`src/rtl/decode_exec_reg_if.sv`:
```
// Bundle of decode-stage inputs, forwarding sources, hazard controls and
// execute-stage register outputs for the D->E pipeline register.
interface decode_exec_reg_if #(
  parameter int DATA_WID = 64,
  parameter int ADDR_WID = 4
);
  logic [3:0]          D_icode, D_ifun;
  logic [DATA_WID-1:0] D_valC, D_valP;
  logic [ADDR_WID-1:0] D_srcA, D_srcB, D_dstE, D_dstM;
  logic [ADDR_WID-1:0] d_srcA, d_srcB;
  logic [DATA_WID-1:0] rf_valA, rf_valB;
  logic [ADDR_WID-1:0] e_dstE, M_dstM, M_dstE, W_dstM, W_dstE;
  logic [DATA_WID-1:0] e_valE, m_valM, M_valE, W_valM, W_valE;
  logic                stall, bubble;
  logic [3:0]          E_icode, E_ifun;
  logic [DATA_WID-1:0] E_valC, E_valA, E_valB;
  logic [ADDR_WID-1:0] E_srcA, E_srcB, E_dstE, E_dstM;
  logic                load_use;

  // Control is level-sensitive: stall and bubble are sampled on every
  // rising clock with no handshake; stall wins over bubble.
  modport master (
    output D_icode, D_ifun, D_valC, D_valP, D_srcA, D_srcB, D_dstE, D_dstM,
    output rf_valA, rf_valB,
    output e_dstE, e_valE, M_dstM, m_valM, M_dstE, M_valE,
    output W_dstM, W_valM, W_dstE, W_valE,
    output stall, bubble,
    input  d_srcA, d_srcB,
    input  E_icode, E_ifun, E_valC, E_valA, E_valB,
    input  E_srcA, E_srcB, E_dstE, E_dstM,
    input  load_use
  );

  modport slave (
    input  D_icode, D_ifun, D_valC, D_valP, D_srcA, D_srcB, D_dstE, D_dstM,
    input  rf_valA, rf_valB,
    input  e_dstE, e_valE, M_dstM, m_valM, M_dstE, M_valE,
    input  W_dstM, W_valM, W_dstE, W_valE,
    input  stall, bubble,
    output d_srcA, d_srcB,
    output E_icode, E_ifun, E_valC, E_valA, E_valB,
    output E_srcA, E_srcB, E_dstE, E_dstM,
    output load_use
  );
endinterface

```
`src/rtl/decode_exec_reg.sv`:
```
// Decode-to-execute pipeline register with operand forwarding, stall/bubble
// control and load/use hazard detection.
module decode_exec_reg #(
  parameter int                DATA_WID = 64,
  parameter int                ADDR_WID = 4,
  parameter logic [ADDR_WID-1:0] RNONE  = 4'hF
) (
  input logic CLK,
  input logic RST_N,
  decode_exec_reg_if.slave bus
);
  localparam logic [3:0] INOP    = 4'h1;
  localparam logic [3:0] IMRMOVQ = 4'h5;
  localparam logic [3:0] IJXX    = 4'h7;
  localparam logic [3:0] ICALL   = 4'h8;
  localparam logic [3:0] IPOPQ   = 4'hB;

  logic [DATA_WID-1:0] fwdValA, fwdValB;
  logic                useValP;

  assign bus.d_srcA = bus.D_srcA;
  assign bus.d_srcB = bus.D_srcB;
  assign useValP    = (bus.D_icode == ICALL) || (bus.D_icode == IJXX);

  // RNONE on the source side blocks every match, so no dst-side check is needed.
  always_comb begin
    fwdValA = bus.rf_valA;
    if (useValP)                                               fwdValA = bus.D_valP;
    else if (bus.D_srcA != RNONE && bus.D_srcA == bus.e_dstE)  fwdValA = bus.e_valE;
    else if (bus.D_srcA != RNONE && bus.D_srcA == bus.M_dstM)  fwdValA = bus.m_valM;
    else if (bus.D_srcA != RNONE && bus.D_srcA == bus.M_dstE)  fwdValA = bus.M_valE;
    else if (bus.D_srcA != RNONE && bus.D_srcA == bus.W_dstM)  fwdValA = bus.W_valM;
    else if (bus.D_srcA != RNONE && bus.D_srcA == bus.W_dstE)  fwdValA = bus.W_valE;
  end

  always_comb begin
    fwdValB = bus.rf_valB;
    if (bus.D_srcB != RNONE && bus.D_srcB == bus.e_dstE)       fwdValB = bus.e_valE;
    else if (bus.D_srcB != RNONE && bus.D_srcB == bus.M_dstM)  fwdValB = bus.m_valM;
    else if (bus.D_srcB != RNONE && bus.D_srcB == bus.M_dstE)  fwdValB = bus.M_valE;
    else if (bus.D_srcB != RNONE && bus.D_srcB == bus.W_dstM)  fwdValB = bus.W_valM;
    else if (bus.D_srcB != RNONE && bus.D_srcB == bus.W_dstE)  fwdValB = bus.W_valE;
  end

  // Reset forces a bubble even while stalled; otherwise stall holds over bubble.
  always_ff @(posedge CLK) begin
    if (!RST_N || (!bus.stall && bus.bubble)) begin
      bus.E_icode <= INOP;
      bus.E_ifun  <= 4'h0;
      bus.E_valC  <= '0;
      bus.E_valA  <= '0;
      bus.E_valB  <= '0;
      bus.E_srcA  <= RNONE;
      bus.E_srcB  <= RNONE;
      bus.E_dstE  <= RNONE;
      bus.E_dstM  <= RNONE;
    end else if (!bus.stall) begin
      bus.E_icode <= bus.D_icode;
      bus.E_ifun  <= bus.D_ifun;
      bus.E_valC  <= bus.D_valC;
      bus.E_valA  <= fwdValA;
      bus.E_valB  <= fwdValB;
      bus.E_srcA  <= bus.D_srcA;
      bus.E_srcB  <= bus.D_srcB;
      bus.E_dstE  <= bus.D_dstE;
      bus.E_dstM  <= bus.D_dstM;
    end
  end

  assign bus.load_use = ((bus.E_icode == IMRMOVQ) || (bus.E_icode == IPOPQ)) &&
                        (bus.E_dstM != RNONE) &&
                        ((bus.E_dstM == bus.d_srcA) || (bus.E_dstM == bus.d_srcB));
endmodule

```
`src/flat_wrapper.sv`:
```
// flat-port wrapper written by rule: the top's interface ports become plain ports
module decode_exec_reg_flat 
#(
  parameter int                DATA_WID = 64,
  parameter int                ADDR_WID = 4,
  parameter logic [ADDR_WID-1:0] RNONE  = 4'hF
)
  (CLK, RST_N, bus_D_icode, bus_D_ifun, bus_D_valC, bus_D_valP, bus_D_srcA, bus_D_srcB, bus_D_dstE, bus_D_dstM, bus_rf_valA, bus_rf_valB, bus_e_dstE, bus_e_valE, bus_M_dstM, bus_m_valM, bus_M_dstE, bus_M_valE, bus_W_dstM, bus_W_valM, bus_W_dstE, bus_W_valE, bus_stall, bus_bubble, bus_d_srcA, bus_d_srcB, bus_E_icode, bus_E_ifun, bus_E_valC, bus_E_valA, bus_E_valB, bus_E_srcA, bus_E_srcB, bus_E_dstE, bus_E_dstM, bus_load_use);
  decode_exec_reg_if #(.DATA_WID(DATA_WID), .ADDR_WID(ADDR_WID)) bus_i ();
  input logic CLK;
  input logic RST_N;
  input wire logic [$bits(bus_i.D_icode)-1:0] bus_D_icode;
  input wire logic [$bits(bus_i.D_ifun)-1:0] bus_D_ifun;
  input wire logic [$bits(bus_i.D_valC)-1:0] bus_D_valC;
  input wire logic [$bits(bus_i.D_valP)-1:0] bus_D_valP;
  input wire logic [$bits(bus_i.D_srcA)-1:0] bus_D_srcA;
  input wire logic [$bits(bus_i.D_srcB)-1:0] bus_D_srcB;
  input wire logic [$bits(bus_i.D_dstE)-1:0] bus_D_dstE;
  input wire logic [$bits(bus_i.D_dstM)-1:0] bus_D_dstM;
  input wire logic [$bits(bus_i.rf_valA)-1:0] bus_rf_valA;
  input wire logic [$bits(bus_i.rf_valB)-1:0] bus_rf_valB;
  input wire logic [$bits(bus_i.e_dstE)-1:0] bus_e_dstE;
  input wire logic [$bits(bus_i.e_valE)-1:0] bus_e_valE;
  input wire logic [$bits(bus_i.M_dstM)-1:0] bus_M_dstM;
  input wire logic [$bits(bus_i.m_valM)-1:0] bus_m_valM;
  input wire logic [$bits(bus_i.M_dstE)-1:0] bus_M_dstE;
  input wire logic [$bits(bus_i.M_valE)-1:0] bus_M_valE;
  input wire logic [$bits(bus_i.W_dstM)-1:0] bus_W_dstM;
  input wire logic [$bits(bus_i.W_valM)-1:0] bus_W_valM;
  input wire logic [$bits(bus_i.W_dstE)-1:0] bus_W_dstE;
  input wire logic [$bits(bus_i.W_valE)-1:0] bus_W_valE;
  input wire logic [$bits(bus_i.stall)-1:0] bus_stall;
  input wire logic [$bits(bus_i.bubble)-1:0] bus_bubble;
  output wire logic [$bits(bus_i.d_srcA)-1:0] bus_d_srcA;
  output wire logic [$bits(bus_i.d_srcB)-1:0] bus_d_srcB;
  output wire logic [$bits(bus_i.E_icode)-1:0] bus_E_icode;
  output wire logic [$bits(bus_i.E_ifun)-1:0] bus_E_ifun;
  output wire logic [$bits(bus_i.E_valC)-1:0] bus_E_valC;
  output wire logic [$bits(bus_i.E_valA)-1:0] bus_E_valA;
  output wire logic [$bits(bus_i.E_valB)-1:0] bus_E_valB;
  output wire logic [$bits(bus_i.E_srcA)-1:0] bus_E_srcA;
  output wire logic [$bits(bus_i.E_srcB)-1:0] bus_E_srcB;
  output wire logic [$bits(bus_i.E_dstE)-1:0] bus_E_dstE;
  output wire logic [$bits(bus_i.E_dstM)-1:0] bus_E_dstM;
  output wire logic [$bits(bus_i.load_use)-1:0] bus_load_use;
  assign bus_i.D_icode = bus_D_icode;
  assign bus_i.D_ifun = bus_D_ifun;
  assign bus_i.D_valC = bus_D_valC;
  assign bus_i.D_valP = bus_D_valP;
  assign bus_i.D_srcA = bus_D_srcA;
  assign bus_i.D_srcB = bus_D_srcB;
  assign bus_i.D_dstE = bus_D_dstE;
  assign bus_i.D_dstM = bus_D_dstM;
  assign bus_i.rf_valA = bus_rf_valA;
  assign bus_i.rf_valB = bus_rf_valB;
  assign bus_i.e_dstE = bus_e_dstE;
  assign bus_i.e_valE = bus_e_valE;
  assign bus_i.M_dstM = bus_M_dstM;
  assign bus_i.m_valM = bus_m_valM;
  assign bus_i.M_dstE = bus_M_dstE;
  assign bus_i.M_valE = bus_M_valE;
  assign bus_i.W_dstM = bus_W_dstM;
  assign bus_i.W_valM = bus_W_valM;
  assign bus_i.W_dstE = bus_W_dstE;
  assign bus_i.W_valE = bus_W_valE;
  assign bus_i.stall = bus_stall;
  assign bus_i.bubble = bus_bubble;
  assign bus_d_srcA = bus_i.d_srcA;
  assign bus_d_srcB = bus_i.d_srcB;
  assign bus_E_icode = bus_i.E_icode;
  assign bus_E_ifun = bus_i.E_ifun;
  assign bus_E_valC = bus_i.E_valC;
  assign bus_E_valA = bus_i.E_valA;
  assign bus_E_valB = bus_i.E_valB;
  assign bus_E_srcA = bus_i.E_srcA;
  assign bus_E_srcB = bus_i.E_srcB;
  assign bus_E_dstE = bus_i.E_dstE;
  assign bus_E_dstM = bus_i.E_dstM;
  assign bus_load_use = bus_i.load_use;
  decode_exec_reg #(.DATA_WID(DATA_WID), .ADDR_WID(ADDR_WID), .RNONE(RNONE)) u_core (.CLK(CLK), .RST_N(RST_N), .bus(bus_i));
endmodule
```
`config.mk`:
```
export PLATFORM = sky130hd
export DESIGN_NAME = decode_exec_reg_flat
export DESIGN_NICKNAME = d
export VERILOG_FILES = /design/src/rtl/decode_exec_reg_if.sv /design/src/rtl/decode_exec_reg.sv /design/src/flat_wrapper.sv
export SDC_FILE = /design/constraint.sdc
export NUM_CORES = 1
export LEC_CHECK = 0
export CAP_MARGIN = 20
export CORE_AREA = 2 2 335 337
export CTS_CLUSTER_SIZE = 16
export DETAILED_ROUTE_END_ITERATION = 12
export DIE_AREA = 0 0 337 339
export GPL_TIMING_DRIVEN = 0
export SYNTH_ARGS = -nofsm -noshare
export SYNTH_HDL_FRONTEND = slang
export SYNTH_SLANG_ARGS = --single-unit
```
`constraint.sdc`:
```
create_clock -name CLK -period 2.65 [get_ports CLK]
set_input_delay 0.53 -clock CLK [delete_from_list [all_inputs] [get_ports CLK]]
set_output_delay 0.53 -clock CLK [all_outputs]
set_load 0.05 [all_outputs]
```
[Word-level counts from Yosys, hierarchy flattened]
Index checks and enable logic that the tools add are counted.
Storage, ports and cells
  flip-flop bits (word level): 216
  output and inout bits: 225
  word-level logic and storage cells: 58
Operators by class
  equal/unequal tests: 19
  mux-type cells: 11
  reductions and logical operators: 19
Operators with widths (number)
  64-bit 2-to-1 mux: 11
  4-bit == test: 12
  1-bit logical AND: 13
  4-bit != test, second input constant: 3
  4-bit by 3-bit == test with 1-bit output, second input constant: 2
  4-bit == test, second input constant: 2
  1-bit logical OR: 4
  1-bit zero test: 2

[Depth between registers and ports, before layout]
  depth after elaboration: 8
  depth in mapped cells: 9
  gate-level depth less buffers: 6

[Least setup slack after synthesis]
No wires, ideal clock.
  path kind: input-to-reg
  start: input port bus_D_srcA[3]
  end: register u_core.bus.E_valA[0]
  setup time: 0.074 ns
  arrival time: 2.227 ns
  required time: 2.576 ns
  setup slack: 0.348 ns
  cell stages on the path: 8
  cell sequence: buf_2 and4_4 or3_4 a211oi_4 buf_6 a221o_1 o21ai_1 a31oi_1
Between the ends
  word-level cells in the longest chain between the ends: 8
  elaborated cells on any way between the ends: 17
  classes of those cells: 6 x eq/ne; 6 x mux; 5 x reduce/logical
Ends and longest elaborated chain
  start: declaration: RTL line flat_wrapper.sv:16  | input wire logic [$bits(bus_i.D_srcA)-1:0] bus_D_srcA;
  4-bit != test or 4-bit == test (tied branches)
  1-bit logical AND: RTL line decode_exec_reg.sv:33  | else if (bus.D_srcA != RNONE && bus.D_srcA == bus.W_dstE) fwdValA = bus.W_valE;
  64-bit 2-to-1 mux: RTL line decode_exec_reg.sv:33
  64-bit 2-to-1 mux: RTL line decode_exec_reg.sv:32  | else if (bus.D_srcA != RNONE && bus.D_srcA == bus.W_dstM) fwdValA = bus.W_valM;
  64-bit 2-to-1 mux: RTL line decode_exec_reg.sv:31  | else if (bus.D_srcA != RNONE && bus.D_srcA == bus.M_dstE) fwdValA = bus.M_valE;
  64-bit 2-to-1 mux: RTL line decode_exec_reg.sv:30  | else if (bus.D_srcA != RNONE && bus.D_srcA == bus.M_dstM) fwdValA = bus.m_valM;
  64-bit 2-to-1 mux (*): RTL line decode_exec_reg.sv:29  | else if (bus.D_srcA != RNONE && bus.D_srcA == bus.e_dstE) fwdValA = bus.e_valE;
  64-bit 2-to-1 mux (*): RTL line decode_exec_reg.sv:28  | if (useValP) fwdValA = bus.D_valP;
  end signal: assignment: RTL line decode_exec_reg.sv:61  | bus.E_valA <= fwdValA;
  end: declaration: RTL line decode_exec_reg_if.sv:41  | output E_icode, E_ifun, E_valC, E_valA, E_valB,
Every way passes the cells marked *; elsewhere a longest branch is shown, timed or not.
A chain may end at the register's enable or synchronous reset.

[Final worst setup path]
  start: input port bus_W_dstE[1]
  end: register u_core.bus.E_valA[43]
Between the ends
  word-level cells in the longest chain between the ends: 8
Ends and longest elaborated chain
  start: declaration: RTL line flat_wrapper.sv:30  | input wire logic [$bits(bus_i.W_dstE)-1:0] bus_W_dstE;
  4-bit == test: RTL line decode_exec_reg.sv:33
  1-bit logical AND: RTL line decode_exec_reg.sv:33
  64-bit 2-to-1 mux: RTL line decode_exec_reg.sv:33
  64-bit 2-to-1 mux: RTL line decode_exec_reg.sv:32
  64-bit 2-to-1 mux: RTL line decode_exec_reg.sv:31
  64-bit 2-to-1 mux: RTL line decode_exec_reg.sv:30
  64-bit 2-to-1 mux: RTL line decode_exec_reg.sv:29
  64-bit 2-to-1 mux: RTL line decode_exec_reg.sv:28
Every way passes these cells.

==> flow_metrics.py <==
metrics = {
    "sta": {
        "clock_skew_ns": 0,
        "tightest_slew_ns": 1.05,
        "timing.final.crit_share_pct": 99.9,
        "hold_violations": 0,
        "fin_crit_ns": 2.65,
        "finalSetupTns_ns": 0,
        "setup_viol": 0,
        "maxSlewHeadroom_pct": 30.1,
        "fmax_mhz": 378,
        "drv_slew": 0,
    },
    "worst_setup_path": {
        "crit_fanout": 10,
        "worstPathRequired_ns": 3.16,
        "cp.arrival_ns": 3.16,
        "crit_path_start": "bus_W_dstE[1]",
        "reg2reg_from": "u_core.bus.E_valA[43]",
        "r2r-end": "u_core.bus.E_valA[43]",
        "rr_worst_depth": 2,
        "reg2reg_slack_ns": 1.75,
        "startpoint_type": "input port",
        "crit_path_cell_trace": "clkdlybuf4s50_1 > xor2_1 > nor2_4 > clkbuf_16 > nand2_1 > buf_12 > clkbuf_4 > a211oi_1 > or3_1 > a31oi_1",
        "slowest_delay_ns": 0.52,
        "slowest_stage": "clkdlybuf4s50_1",
        "endpoint_kind": "register",
        "critical_path_class": "input port to register",
        "worstSetupEndpoint": "u_core.bus.E_valA[43]",
    },
    "power": {
        "p_leak_nw": 9.22,
        "sw_frac_of_total_pct": 37.7,
        "power.total_mw": 12.8,
        "pwr-share-seq_pct": 28.4,
        "clkPwrFrac_pct": 33.3,
        "power.switching_mw": 4.82,
        "combPwrFrac_pct": 38.2,
        "p_int_mw": 7.95,
        "powerDensity_nw_per_um2": 502,
        "peakVddDrop_mv": 0.549,
    },
    "global_route": {
        "track_usage_pct": 22.5,
        "grt_pass1_vias": 19468,
        "grt_pass1_wl_mm": 176,
        "grt_max_degree": 18,
        "antenna_found_initial": 93,
        "grt-ovfl-total": 0,
    },
    "placed_design": {
        "placed_area_um2": 24200,
        "place_hpwl_mm": 112,
        "port-buffer-count": 839,
        "place.gp.congestion": 0.937,
    },
    "synth": {
        "muxShareOfSynthArea_pct": 6.49,
        "synth.top_cell.area_share_pct": 31.8,
        "yosys.area.top_type": "dfxtp_1",
        "ys_ff_latch": 216,
        "synth.avg_cell_area_um2": 8.16,
        "synth_cell_type_count": 40,
        "synth_compound_area_share_pct": 38.4,
        "synth_cells": 1665,
        "yosysWarnings": 0,
        "seq_area_frac_synth_pct": 31.8,
        "synthTopCellsByArea": "dfxtp_1, o221ai_1, mux2i_1",
        "synth_top_family_by_area": "compound AO/OA/AOI/OAI gates",
        "synth_adder_area_share_pct": 0,
        "synth_xor_area_share_pct": 2.97,
        "syn_area_um2": 13600,
        "yosys.area_share.simple_pct": 13.6,
        "synth_nets": 2289,
    },
    "detailed_routing": {
        "first_iter_violations": 1608,
        "via_count": 19666,
        "wl_mm": 135,
        "drtPass1Iterations": 7,
        "ant_nets": 0,
        "remaining_drc_errors": 0,
        "wire_per_inst_um": 33.1,
        "vias_per_cell": 4.82,
    },
    "layout": {
        "final_common_cell": "clkdlybuf4s50_1",
        "syn2layout_area_growth_pct": 87.1,
        "fin_area_um2": 25400,
        "nets": 3174,
        "final_cell_mix": "clkdlybuf4s50_1, dfxtp_1, nand2_1",
        "drive_above_1_share_pct": 8.83,
    },
    "die": {
        "start_util_pct": 12.3,
        "core_um2": 110000,
        "rows": 122,
        "die_w_um": 337,
        "ios": 849,
        "die_area_um2": 114000,
        "die_y_um": 339,
    },
    "clock_tree": {
        "cts-htree-levels": 1,
        "cts_buffers": 30,
        "cts_root_buf": "clkbuf_16",
        "path_clk_slew_ns": 0.06,
        "cts_sinks": 216,
        "cts_tree": "built",
        "clock_path_buffers": 3,
        "clk_latency_ns": 0.65,
    },
    "hold_path": {
        "hold_path.class": "input port to register",
    },
    "run": {
        "maxCapViolations": 0,
    },
    "run_status": {
        "status": "finished, final reports clean",
    },
}
[cell type report]
| class | instances | area (µm²) |
|---|---|---|
| fill | 12190 | 84900 |
| timing repair buffer | 857 | 8750 |
| multi-input combinational | 1239 | 8430 |
| sequential | 216 | 4320 |
| tap | 1488 | 1860 |
| buffer | 204 | 1000 |
| clock buffer | 42 | 856 |
| clock inverter | 11 | 135 |
| antenna | 18 | 45.0 |
| inverter | 2 | 7.51 |
[cells in the mapped netlist]
library cell	n
dfxtp_1	216
clkbuf_1	161
nand2_1	157
o221ai_1	128
mux2i_1	88
nor2_1	79
o21ai_0	70
a31oi_1	67
a21oi_1	65
and3_1	65
a211oi_1	64
a221o_1	64
a221oi_1	64
a31o_2	64
o22ai_1	64
or3_1	64
o21ai_1	63
xor2_1	31
buf_2	20
xnor2_1	15
buf_4	10
buf_1	8
buf_6	8
and2_1	5
nand4_1	4
nor3_1	4
nor4_1	3
inv_1	2
a211oi_4	1
a21boi_0	1
and4_4	1
clkbuf_2	1
nand2b_1	1
nand3_1	1
nor2b_1	1
nor4b_1	1
o2111ai_1	1
o21a_1	1
or2_2	1
or3_4	1
[repair_timing]
| item | CTS | global route |
|---|---|---|
| resized for setup | 48 | 46 |
| hold buffers | 0 | 0 |
| hold endpoints to repair | 0 | 0 |
| endpoints found under the setup margin | 136 | 100 |
| pin swaps | 2 | 0 |
| buffers inserted | 6 | 0 |
[state kept, by name, indices dropped and copies added (netlist names)]
register            count
u_core.bus.E_dstE       4
u_core.bus.E_dstM       4
u_core.bus.E_icode      4
u_core.bus.E_ifun       4
u_core.bus.E_srcA       4
u_core.bus.E_srcB       4
u_core.bus.E_valA      64
u_core.bus.E_valB      64
u_core.bus.E_valC      64
[layer usage]
metal	part of all wire [%]	vias to the layer above	track usage (%)
li1	-	8399	-
met1	39	9544	26.4
met2	46	1302	37.6
met3	10	359	7.71
met4	4.7	62	8.46
met5	0.29	-	0
[how the worst min path moves through the flow]
| stage | cells after the start | startpoint | end |
|---|---|---|---|
| global placement | 2 | u_core.bus.E_srcB[1] | u_core.bus.E_srcB[1] |
| detailed placement | 2 | u_core.bus.E_srcA[3] | u_core.bus.E_srcA[3] |
| finish | 3 | bus_D_srcA[2] | u_core.bus.E_srcA[2] |
| floorplan | 2 | bus_D_dstE[0] | u_core.bus.E_dstE[0] |
| CTS | 3 | bus_D_srcA[2] | u_core.bus.E_srcA[2] |
| global route | 3 | bus_D_srcA[2] | u_core.bus.E_srcA[2] |
[metrics by stage]
step	worst slack (ns)	hold slack [ns]	std cells	utilization, %
floorplan	0.348	0.655	1665	-
global placement	-2.93	0.457	3992	21.6
detailed placement	-1.65	0.469	4004	21.9
CTS	0.0000262	0.131	4060	23.0
global route	-0.00543	0.179	4069	23.0
finish	0.00386	0.179	4077	23.0
[power by group through the flow]
stage                     Sequential [mW]  Clock, mW  Combinational (mW)
after floorplan                      4.44          0                1.42
after global placement               3.69          0                4.74
after detailed placement             3.69          0                4.79
after CTS                            3.62       4.32                4.85
after global routing                 3.65       4.42                5.10
final                                3.63       4.25                4.88
[critical path: cells and delay by family]
kind	cells	cell delay, ns
compound gates	2	0.38
buf+inv	4	1.20
xor+xnor	1	0.26
simple gates	3	0.73
[cell families (layout without fill, tap and decap cells)]
kind of cell	after synthesis	after routing
flops	216	216
buf+inv	210	1116
compound gates	717	717
xor+xnor	46	46
mux	88	88
other cells	0	18
simple gates	388	388
No activity file was read; power rests on OpenSTA's default activity.
